### src/rtl/axil_pkg.sv
// ---------------------------------------------------------------------------
// axil_pkg
// Shared types and helpers for the AXI4-Lite register slave.
//   resp_t       : AXI response codes carried on BRESP / RRESP.
//   addr_to_idx  : turns a byte address into a register index by dropping
//                  the byte-lane bits below the word boundary.
// ---------------------------------------------------------------------------
package axil_pkg;

    typedef enum logic [1:0] {
        OKAY   = 2'b00,
        EXOKAY = 2'b01,
        SLVERR = 2'b10,
        DECERR = 2'b11
    } resp_t;

    // The index is returned 64 bits wide so callers can range-check it
    // against the register count without losing any address bits.
    function automatic logic [63:0] addr_to_idx(input logic [63:0] addr,
                                                input int unsigned lsb);
        return addr >> lsb;
    endfunction

endpackage

### src/rtl/axil_hold_reg.sv
// ---------------------------------------------------------------------------
// axil_hold_reg
// One-entry holding register for an AXI channel payload. A beat that is
// handshaken while nobody consumes it is parked here until consume_i fires.
// A beat consumed in the same cycle it arrives is passed straight through
// and never parked.
// Ports:
//   clk_i      clock
//   rst_i      synchronous active-high reset, drops any parked beat
//   valid_i    channel VALID from the master
//   ready_i    channel READY as driven back to the master
//   payload_i  channel payload from the master
//   consume_i  the downstream logic uses the available beat this cycle
//   held_o     a beat is parked
//   avail_o    a beat is available (parked or arriving now)
//   payload_o  payload of the available beat
// ---------------------------------------------------------------------------
module axil_hold_reg
    import axil_pkg::*;
#(
    parameter int WIDTH = 16
) (
    input  logic             clk_i,
    input  logic             rst_i,
    input  logic             valid_i,
    input  logic             ready_i,
    input  logic [WIDTH-1:0] payload_i,
    input  logic             consume_i,
    output logic             held_o,
    output logic             avail_o,
    output logic [WIDTH-1:0] payload_o
);

    logic             held_q;
    logic             held_d;
    logic [WIDTH-1:0] payload_q;
    logic [WIDTH-1:0] payload_d;
    logic             handshake;

    assign handshake = valid_i && ready_i;
    assign held_o    = held_q;
    assign avail_o   = held_q || handshake;
    assign payload_o = held_q ? payload_q : payload_i;

    // Consume wins over capture: a beat used in its arrival cycle must not
    // leave the held flag set behind it.
    always_comb begin
        held_d    = held_q;
        payload_d = payload_q;
        if (consume_i) begin
            held_d = 1'b0;
        end else if (handshake) begin
            held_d    = 1'b1;
            payload_d = payload_i;
        end
    end

    always_ff @(posedge clk_i) begin
        if (rst_i) begin
            held_q    <= 1'b0;
            payload_q <= '0;
        end else begin
            held_q    <= held_d;
            payload_q <= payload_d;
        end
    end

endmodule

### src/rtl/axil_reg_slave.sv
// ---------------------------------------------------------------------------
// axil_reg_slave
// AXI4-Lite slave exposing NUM_REGS software-visible registers. AW and W are
// accepted independently and paired in order; each pair commits one
// byte-strobed write and produces one B response. Reads return one cycle
// after the AR handshake.
// Ports:
//   aclk, arst               clock, synchronous active-high reset
//   s_axil_aw*               write address channel (awprot ignored)
//   s_axil_w*                write data channel
//   s_axil_b*                write response channel
//   s_axil_ar*               read address channel (arprot ignored)
//   s_axil_r*                read data channel
//   reg_out                  flattened register contents, reg i at
//                            [i*DATA_WIDTH +: DATA_WIDTH]
//   reg_wr                   one-cycle pulse per register after its commit
// ---------------------------------------------------------------------------
module axil_reg_slave
    import axil_pkg::*;
#(
    parameter int                    DATA_WIDTH = 32,
    parameter int                    ADDR_WIDTH = 16,
    parameter int                    STRB_WIDTH = DATA_WIDTH / 8,
    parameter int                    NUM_REGS   = 16,
    parameter logic [DATA_WIDTH-1:0] RESET_VAL  = '0
) (
    input  logic                           aclk,
    input  logic                           arst,
    input  logic [ADDR_WIDTH-1:0]          s_axil_awaddr,
    input  logic [2:0]                     s_axil_awprot,
    input  logic                           s_axil_awvalid,
    output logic                           s_axil_awready,
    input  logic [DATA_WIDTH-1:0]          s_axil_wdata,
    input  logic [STRB_WIDTH-1:0]          s_axil_wstrb,
    input  logic                           s_axil_wvalid,
    output logic                           s_axil_wready,
    output logic [1:0]                     s_axil_bresp,
    output logic                           s_axil_bvalid,
    input  logic                           s_axil_bready,
    input  logic [ADDR_WIDTH-1:0]          s_axil_araddr,
    input  logic [2:0]                     s_axil_arprot,
    input  logic                           s_axil_arvalid,
    output logic                           s_axil_arready,
    output logic [DATA_WIDTH-1:0]          s_axil_rdata,
    output logic [1:0]                     s_axil_rresp,
    output logic                           s_axil_rvalid,
    input  logic                           s_axil_rready,
    output logic [NUM_REGS*DATA_WIDTH-1:0] reg_out,
    output logic [NUM_REGS-1:0]            reg_wr
);

    localparam int unsigned ADDR_LSB  = $clog2(STRB_WIDTH);
    localparam int          SEL_W     = (NUM_REGS > 1) ? $clog2(NUM_REGS) : 1;
    localparam int          W_PAYLOAD = DATA_WIDTH + STRB_WIDTH;

    logic [DATA_WIDTH-1:0] regFile_q [NUM_REGS];
    logic [DATA_WIDTH-1:0] regFile_d [NUM_REGS];
    logic [NUM_REGS-1:0]   regWr_q;
    logic [NUM_REGS-1:0]   regWr_d;
    logic                  bvalid_q;
    logic                  bvalid_d;
    resp_t                 bresp_q;
    resp_t                 bresp_d;
    logic                  rvalid_q;
    logic                  rvalid_d;
    resp_t                 rresp_q;
    resp_t                 rresp_d;
    logic [DATA_WIDTH-1:0] rdata_q;
    logic [DATA_WIDTH-1:0] rdata_d;

    logic                  awHeld;
    logic                  awAvail;
    logic [ADDR_WIDTH-1:0] awAddr;
    logic                  wHeld;
    logic                  wAvail;
    logic [W_PAYLOAD-1:0]  wPayload;
    logic                  commit;
    logic                  arHs;

    logic [63:0]           wrIdx;
    logic                  wrInRange;
    logic [SEL_W-1:0]      wrSel;
    logic [DATA_WIDTH-1:0] wrData;
    logic [STRB_WIDTH-1:0] wrStrb;
    logic [63:0]           rdIdx;
    logic                  rdInRange;
    logic [SEL_W-1:0]      rdSel;
    logic                  unusedBits;

    // Channel ready signals. Address/data readiness only reflects whether
    // the one-entry holder is free; the read side accepts a new AR whenever
    // the current R beat is leaving, giving back-to-back reads.
    assign s_axil_awready = !awHeld && !arst;
    assign s_axil_wready  = !wHeld && !arst;
    assign s_axil_arready = (!rvalid_q || s_axil_rready) && !arst;
    assign arHs           = s_axil_arvalid && s_axil_arready;

    axil_hold_reg #(.WIDTH(ADDR_WIDTH)) awHold (
        .clk_i     (aclk),
        .rst_i     (arst),
        .valid_i   (s_axil_awvalid),
        .ready_i   (s_axil_awready),
        .payload_i (s_axil_awaddr),
        .consume_i (commit),
        .held_o    (awHeld),
        .avail_o   (awAvail),
        .payload_o (awAddr)
    );

    axil_hold_reg #(.WIDTH(W_PAYLOAD)) wHold (
        .clk_i     (aclk),
        .rst_i     (arst),
        .valid_i   (s_axil_wvalid),
        .ready_i   (s_axil_wready),
        .payload_i ({s_axil_wstrb, s_axil_wdata}),
        .consume_i (commit),
        .held_o    (wHeld),
        .avail_o   (wAvail),
        .payload_o (wPayload)
    );

    // A write commits once both halves are available and the B slot is free
    // or being emptied this cycle.
    assign commit = awAvail && wAvail && (!bvalid_q || s_axil_bready);

    assign wrIdx     = addr_to_idx(64'(awAddr), ADDR_LSB);
    assign wrInRange = wrIdx < 64'(NUM_REGS);
    assign wrSel     = wrIdx[SEL_W-1:0];
    assign wrData    = wPayload[DATA_WIDTH-1:0];
    assign wrStrb    = wPayload[DATA_WIDTH +: STRB_WIDTH];

    assign rdIdx     = addr_to_idx(64'(s_axil_araddr), ADDR_LSB);
    assign rdInRange = rdIdx < 64'(NUM_REGS);
    assign rdSel     = rdIdx[SEL_W-1:0];

    // Protection bits and the upper index bits carry no meaning here.
    assign unusedBits = ^{s_axil_awprot, s_axil_arprot, wrIdx, rdIdx};

    // Byte-strobed register update. Out-of-range commits still answer on B
    // but touch no register and raise no write pulse.
    always_comb begin
        regFile_d = regFile_q;
        regWr_d   = '0;
        if (commit && wrInRange) begin
            for (int k = 0; k < STRB_WIDTH; k++) begin
                if (wrStrb[k]) begin
                    regFile_d[wrSel][k*8 +: 8] = wrData[k*8 +: 8];
                end
            end
            regWr_d[wrSel] = 1'b1;
        end
    end

    // Write response: a new commit refills B in the same cycle the old
    // response is accepted, so B never shows a bubble between writes.
    always_comb begin
        bvalid_d = bvalid_q;
        bresp_d  = bresp_q;
        if (commit) begin
            bvalid_d = 1'b1;
            bresp_d  = wrInRange ? OKAY : SLVERR;
        end else if (s_axil_bready) begin
            bvalid_d = 1'b0;
        end
    end

    // Read response samples the register file as it stands before this
    // edge, so a same-edge write to the same register is not visible yet.
    always_comb begin
        rvalid_d = rvalid_q;
        rdata_d  = rdata_q;
        rresp_d  = rresp_q;
        if (arHs) begin
            rvalid_d = 1'b1;
            rdata_d  = rdInRange ? regFile_q[rdSel] : '0;
            rresp_d  = rdInRange ? OKAY : SLVERR;
        end else if (s_axil_rready) begin
            rvalid_d = 1'b0;
        end
    end

    always_ff @(posedge aclk) begin
        if (arst) begin
            regFile_q <= '{default: RESET_VAL};
            regWr_q   <= '0;
            bvalid_q  <= 1'b0;
            bresp_q   <= OKAY;
            rvalid_q  <= 1'b0;
            rresp_q   <= OKAY;
            rdata_q   <= '0;
        end else begin
            regFile_q <= regFile_d;
            regWr_q   <= regWr_d;
            bvalid_q  <= bvalid_d;
            bresp_q   <= bresp_d;
            rvalid_q  <= rvalid_d;
            rresp_q   <= rresp_d;
            rdata_q   <= rdata_d;
        end
    end

    assign s_axil_bvalid = bvalid_q;
    assign s_axil_bresp  = bresp_q;
    assign s_axil_rvalid = rvalid_q;
    assign s_axil_rresp  = rresp_q;
    assign s_axil_rdata  = rdata_q;
    assign reg_wr        = regWr_q;

    for (genvar i = 0; i < NUM_REGS; i++) begin : gRegOut
        assign reg_out[i*DATA_WIDTH +: DATA_WIDTH] = regFile_q[i];
    end

endmodule

### config.mk
export PLATFORM = sky130hd
export DESIGN_NAME = axil_reg_slave
export DESIGN_NICKNAME = d
export VERILOG_FILES = /design/src/rtl/axil_pkg.sv /design/src/rtl/axil_hold_reg.sv /design/src/rtl/axil_reg_slave.sv
export SDC_FILE = /design/constraint.sdc
export NUM_CORES = 1
export LEC_CHECK = 0
export ABC_AREA = 0
export CAP_MARGIN = 20
export CORE_AREA = 2 2 256 258
export CTS_CLUSTER_DIAMETER = 40
export DETAILED_ROUTE_END_ITERATION = 6
export DIE_AREA = 0 0 258 260
export PLACE_DENSITY = 0.82
export SLEW_MARGIN = 10
export SYNTH_ARGS = -nofsm -noshare
export SYNTH_HDL_FRONTEND = slang
export SYNTH_SLANG_ARGS = --single-unit
### constraint.sdc
create_clock -name aclk -period 2.5 [get_ports aclk]
set_input_delay 0.5 -clock aclk [delete_from_list [all_inputs] [get_ports aclk]]
set_output_delay 0.5 -clock aclk [all_outputs]
set_load 0.02 [all_outputs]
==> results of run 1 <==
==> final timing paths <==
path | startpoint | endpoint | slack [ps] | cells after the start
worst min-delay path | s_axil_rdata[1]$_SDFFE_PP0P_ | s_axil_rdata[1]$_SDFFE_PP0P_ | 450 | 2
worst max register to register | awHold.held_o$_SDFFE_PP0P_ | reg_out[261]$_SDFFE_PP0P_ | 180 | 7
worst max-delay path | arst | s_axil_wready | 130 | 4
worst min register to register | s_axil_rdata[1]$_SDFFE_PP0P_ | s_axil_rdata[1]$_SDFFE_PP0P_ | 450 | 2
==> metal layers <==
layer	up-vias	share of wire, %	track usage [%]
met5	-	0.0098	0
met4	2	6.1	18.4
met3	343	9.4	8.45
met2	1440	48	55.2
met1	12500	36	36.5
li1	11200	-	-
==> worst max-delay path, stage by stage <==
cell,delay [ps]
clkdlybuf4s50_1,480
buf_4,180
nor2_1,90
clkdlybuf4s50_1,610
==> synthesized netlist by cell type, drive strengths merged (20+ instances only) <==
library cell	count
o2111ai	64
clkbuf	152
a222oi	32
nand4	50
mux2i	524
o21ai	20
buf	78
a211oi	32
nand2	670
nor2	22
nor2b	27
o211ai	51
mux4	64
a311o	20
dfxtp	616
mux2	164
==> repair_timing <==
item                                   CTS  global route
gates resized for setup                  1             2
endpoints found under the hold margin    0             0
setup endpoints to repair                1             2
==> logic make-up (layout without fill, tap and decap cells) <==
| kind of cell | Yosys count | in the layout | share of synthesized area [%] |
|---|---|---|---|
| AO/OA/AOI/OAI | 267 | 267 | 12.1 |
| buffers and inverters | 232 | 1046 | 3.71 |
| flip-flops | 616 | 616 | 42.8 |
| multiplexers | 752 | 752 | 29.6 |
| other | 1 | 2 | 0.0130 |
| AND/OR/NAND/NOR | 808 | 808 | 11.8 |
==> registers in the layout, summed over array words and instances (netlist names) <==
register          count
s_axil_rdata         32
s_axil_bvalid         1
wHold.held_o          1
awHold.payload_q     14
s_axil_rresp          1
reg_out             512
s_axil_rvalid         1
reg_wr               16
s_axil_bresp          1
wHold.payload_q      36
awHold.held_o         1
==> stage by stage <==
step	setup WS, ps	utilization [%]
finish	134	64.8
global placement	-151	59.7
floorplan	136	-
detailed placement	-204	59.7
CTS	8.87	64.7
global route	48.3	64.8
==> report_power, final <==
part	switching (mW)	internal (mW)
registers	0.0566	9.89
clock network	5.16	8.30
logic	1.40	0.792
total	6.61	19.0
==> layout make-up <==
class | count | area (um2)
fillers | 4659 | 22600
well taps | 855 | 1070
flip-flops and latches | 616 | 12300
clock buffers | 104 | 2360
inverters | 2 | 15.0
clock inverters | 61 | 861
repair buffers | 879 | 9370
multi-input cells | 1829 | 15500
==> flow_summary_export.csv, run 1 <==
group,metric,value,unit
timing,rsz0062_at_grt,"false",
timing,tightest_slew,856,ps
clock_tree,clk_latency,660,ps
layout,layout_commonest_cell,"nand2_1",
status,status,"complete, but fails checks",
drt,ant_nets,0,
clock_tree,cts_tree,"built",
floorplanning,die_w,258,um
drt,vias,25500,
clock_tree,clockBufferDepth,3,
synthesis,synth_top_cell_area_share,42.8,%
drt,first_pass_iters,7,
global_routing,grt_pass1_wl,163,mm
clock_tree,post_cts_buffers,0,
timing,finalCritPeriodShare,94.7,%
clock_tree,path_clk_slew,50,ps
clock_tree,cts_hold_buf,0,
clock_tree,cts_buffers,89,
synthesis,syn_area_per_cell,10.8,um2
floorplanning,design.core.area,64100,um2
synthesis,yosysTopAreaCell,"dfxtp_1",
power_and_ir_drop,p_total,25.6,mW
placement,postPlaceCellArea,38300,um2
synthesis,synth_edf_count,0,
synthesis,synth_ff_type,"dfxtp_1",
layout,fin_cells,4346,
power_and_ir_drop,leakage,18.2,nW
worst_setup_path,critical_path_peak_fanout,4,
layout,drive_gt1_share,21.1,%
timing,final-setup-viol-count,0,
placement,hpwl,82.0,mm
global_routing,grt_pass1_vias,25400,
floorplanning,die_y,260,um
layout,area_delta_synth_final,44.1,%
layout,nets,3498,
placement,dp.cells,4181,
worst_setup_path,crit_arrival,1870,ps
clock_tree,cts.sinks,616,
power_and_ir_drop,ir_drop,0.000625,V
global_routing,grt-ovfl-total,0,
floorplanning,rows,93,
global_routing,grt_use_total,32.3,%
floorplanning,num_io_pins,650,
clock_tree,cts_htree_levels,3,
status,violations,"design-rule violations",
worst_setup_path,required,2000,ps
worst_hold_path,hold_class,"flop to flop",
worst_setup_path,worst-setup-path-type,"primary input to output port",
synthesis,synth_area,28800,um2
placement,place.gp.congestion,0.916,
timing,hold_viol_final,0,
drt,drc,5,
global_routing,antenna_found_initial,1,
placement,port_buffers,637,
drt,drt_iter0_drc,2488,
clock_tree,cts_root_buffer,"clkbuf_16",
synthesis,netlist-cell-type-count,44,
timing,finClkSkew,48.9,ps
drt,viasPerCell,5.86,
global_routing,grt_max_degree,155,
worst_setup_path,startpoint_type,"primary input",
layout,most-common-layout-cells,"670 x nand2_1, 631 x clkdlybuf4s50_1, 614 x dfxtp_1",
drt,post_drt_wl_per_cell,25.9,um
timing,tns,0,ps
layout,diodes,0,
synthesis,synthTopCellsByArea,"dfxtp_1 43%, mux2i_1 18%, nand2_1 8.7%",
synthesis,async_flop_share,0,%
timing,relSlewSlack,42.9,%
synthesis,yosys_register_bits,616,
floorplanning,floorplan.initialDensity,45.0,%
timing,slew_violations,0,
power_and_ir_drop,powerDensity,617,nW/um2
drt,wl,112,mm
synthesis,ys_warn_count,0,
timing,max_freq,423,MHz
floorplanning,dieArea,67100,um2
layout,design_area,41500,um2
synthesis,synth_cells,2676,
worst_setup_path,crit_path_end_kind,"output port",
timing,fin_hold_ws,447,ps
synthesis,yosysSeqAreaShare,42.8,%
timing,fin_crit,2370,ps
flow_run,cap_violations,0,
No activity file was read; power rests on OpenSTA's default activity.
==> run 2: changes to the inputs <==
Settings changed: RECOVER_POWER set to 50.
==> run 2 against run 1 <==
The run still ends with design-rule violations left. Clock skew is 2.4 ps lower. Die area stayed put. Clock-buffer cell count stayed put. Design area is 0.64% lower. Power is 0.19% lower.
==> flow_summary_export.csv, run 2 (synthesis results as in run 1) <==
group,metric,value,unit
status,status,"complete, but fails checks",
clock_tree,cts_root_buffer,"clkbuf_16",
timing,finClkSkew,46.5,ps
clock_tree,cts.sinks,616,
layout,most-common-layout-cells,"670 x nand2_1, 614 x dfxtp_1, 524 x mux2i_1",
timing,slew_violations,0,
drt,dr_wl_met3,10.5,mm
layout,largest_reg_flops,512,
power_and_ir_drop,ir_drop,0.000623,V
power_and_ir_drop,seqPwrFrac,38.9,%
timing,fin_hold_ws,448,ps
drt,drt_iter0_drc,2606,
drt,post_drt_wl_per_cell,25.8,um
clock_tree,cts_htree_levels,3,
worst_setup_path,reg2reg_depth,7,
power_and_ir_drop,cell_internal_pwr,19.0,mW
global_routing,grt_pass1_wl,163,mm
drt,drc,5,
floorplanning,num_io_pins,650,
timing,rsz0062_at_grt,"false",
layout,area_delta_synth_final,43.1,%
timing,tightest_slew,845,ps
floorplanning,rows,93,
worst_setup_path,worstReg2RegEnd,"reg_out[179]$_SDFFE_PP0P_",
global_routing,grt_use_total,32.3,%
worst_hold_path,min_path_cells,2,
floorplanning,die_y,260,um
worst_setup_path,rrSetupSlack,150,ps
worst_setup_path,crit_path_end_kind,"flop",
layout,drive_gt1_share,20.8,%
status,violations,"design-rule violations",
worst_hold_path,hold_end,"s_axil_rdata[23]$_SDFFE_PP0P_",
worst_setup_path,worstReg2RegStart,"awHold.held_o$_SDFFE_PP0P_",
global_routing,grt-ovfl-total,0,
floorplanning,floorplan.initialDensity,45.0,%
drt,ant_nets,0,
clock_tree,cts_tree,"built",
clock_tree,clockBufferDepth,3,
clock_tree,cts_hold_buf,0,
power_and_ir_drop,switching_share,25.8,%
drt,first_pass_iters,7,
worst_setup_path,required,3000,ps
worst_setup_path,startpoint_type,"primary input",
power_and_ir_drop,power_frac_comb,8.4,%
worst_setup_path,critical_path_peak_fanout,24,
clock_tree,post_cts_buffers,0,
floorplanning,dieArea,67100,um2
worst_setup_path,worst-setup-path-type,"primary input to flop",
global_routing,grt_max_degree,155,
timing,final-setup-viol-count,0,
layout,final_core_util,64.3,%
clock_tree,path_clk_slew,60,ps
worst_hold_path,hold_class,"flop to flop",
timing,relSlewSlack,43.7,%
floorplanning,die_w,258,um
timing,fin_crit,2450,ps
worst_hold_path,hp-start,"s_axil_rdata[23]$_SDFFE_PP0P_",
timing,finalCritPeriodShare,98.0,%
clock_tree,cts_resized,1,
worst_setup_path,crit_arrival,2950,ps
floorplanning,design.core.area,64100,um2
drt,wl_met1,40.7,mm
power_and_ir_drop,powerDensity,620,nW/um2
drt,viasPerCell,5.86,
layout,layout_commonest_cell,"nand2_1",
placement,hpwl,82.0,mm
placement,place.gp.congestion,0.916,
global_routing,antenna_found_initial,1,
clock_tree,clk_latency,650,ps
power_and_ir_drop,leakage,19.7,nW
drt,highest_layer,"met5",
global_routing,grt_pass1_vias,25400,
layout,nets,3498,
power_and_ir_drop,p_switching,6.59,mW
flow_run,cap_violations,0,
placement,port_buffers,637,
layout,final.fill_count,4694,
timing,max_freq,408,MHz
drt,wl,112,mm
drt,vias,25500,
drt,wl_met2,54.1,mm
power_and_ir_drop,clkPwrFrac,52.6,%
timing,hold_viol_final,0,
clock_tree,cts_buffers,89,
-- run 2: worst max-delay path, cell delays in order --
cell and delay (ps):
clkdlybuf4s50_1 550, clkbuf_1 330, clkbuf_1 570, a21oi_1 230, buf_2 410, a22o_1 340
-- run 2: per-layer routing --
layer	up-vias	track usage, %
met3	339	8.45
met4	2	18.4
met2	1410	55.2
met5	-	0
li1	11200	-
met1	12500	36.5
-- run 2: power groups by stage --
| stage | logic (mW) | clock network (mW) | registers, mW |
|---|---|---|---|
| floorplan | 1.21 | 0 | 10.1 |
| global placement | 2.15 | 0 | 10.2 |
| finish | 2.16 | 13.5 | 9.95 |
| CTS | 2.18 | 13.5 | 9.95 |
| detailed placement | 2.16 | 0 | 10.2 |
| global route | 2.25 | 14.0 | 9.95 |
-- run 2: layout make-up --
cell class	count	area (um2)	share of cell area [%]
inverter	2	15.0	0.0364
clock inverter	61	861	2.09
tap	855	1070	2.59
timing repair buffer	879	9180	22.3
multi-input combinational	1829	15400	37.4
sequential	616	12300	29.9
clock buffer	104	2360	5.73
antenna	2	5.00	0.0121
-- run 2: worst max-delay path by stage --
stage	start	end	slack (ps)
floorplan	arst	s_axil_arready	140
global placement	s_axil_awaddr[2]	reg_out[302]$_SDFFE_PP0P_	-150
detailed placement	s_axil_awaddr[2]	reg_out[298]$_SDFFE_PP0P_	-200
CTS	arst	s_axil_arready	9
global route	wHold.held_o$_SDFFE_PP0P_	wHold.payload_q[32]$_SDFFE_PP0P_	50
finish	arst	s_axil_rdata[29]$_SDFFE_PP0P_	50
-- run 2: per-stage QoR --
stage	TNS (ps)	total power, mW	std cells	area (um2)	worst slack (ps)
after floorplan	0	11.4	2677	28800	136
after global placement	-18690	12.3	4181	38300	-151
after detailed placement	-31580	12.3	4181	38300	-204
after CTS	0	25.6	4346	41500	8.87
after global routing	0	26.2	4346	41200	49.3
final	0	25.6	4348	41300	49.8
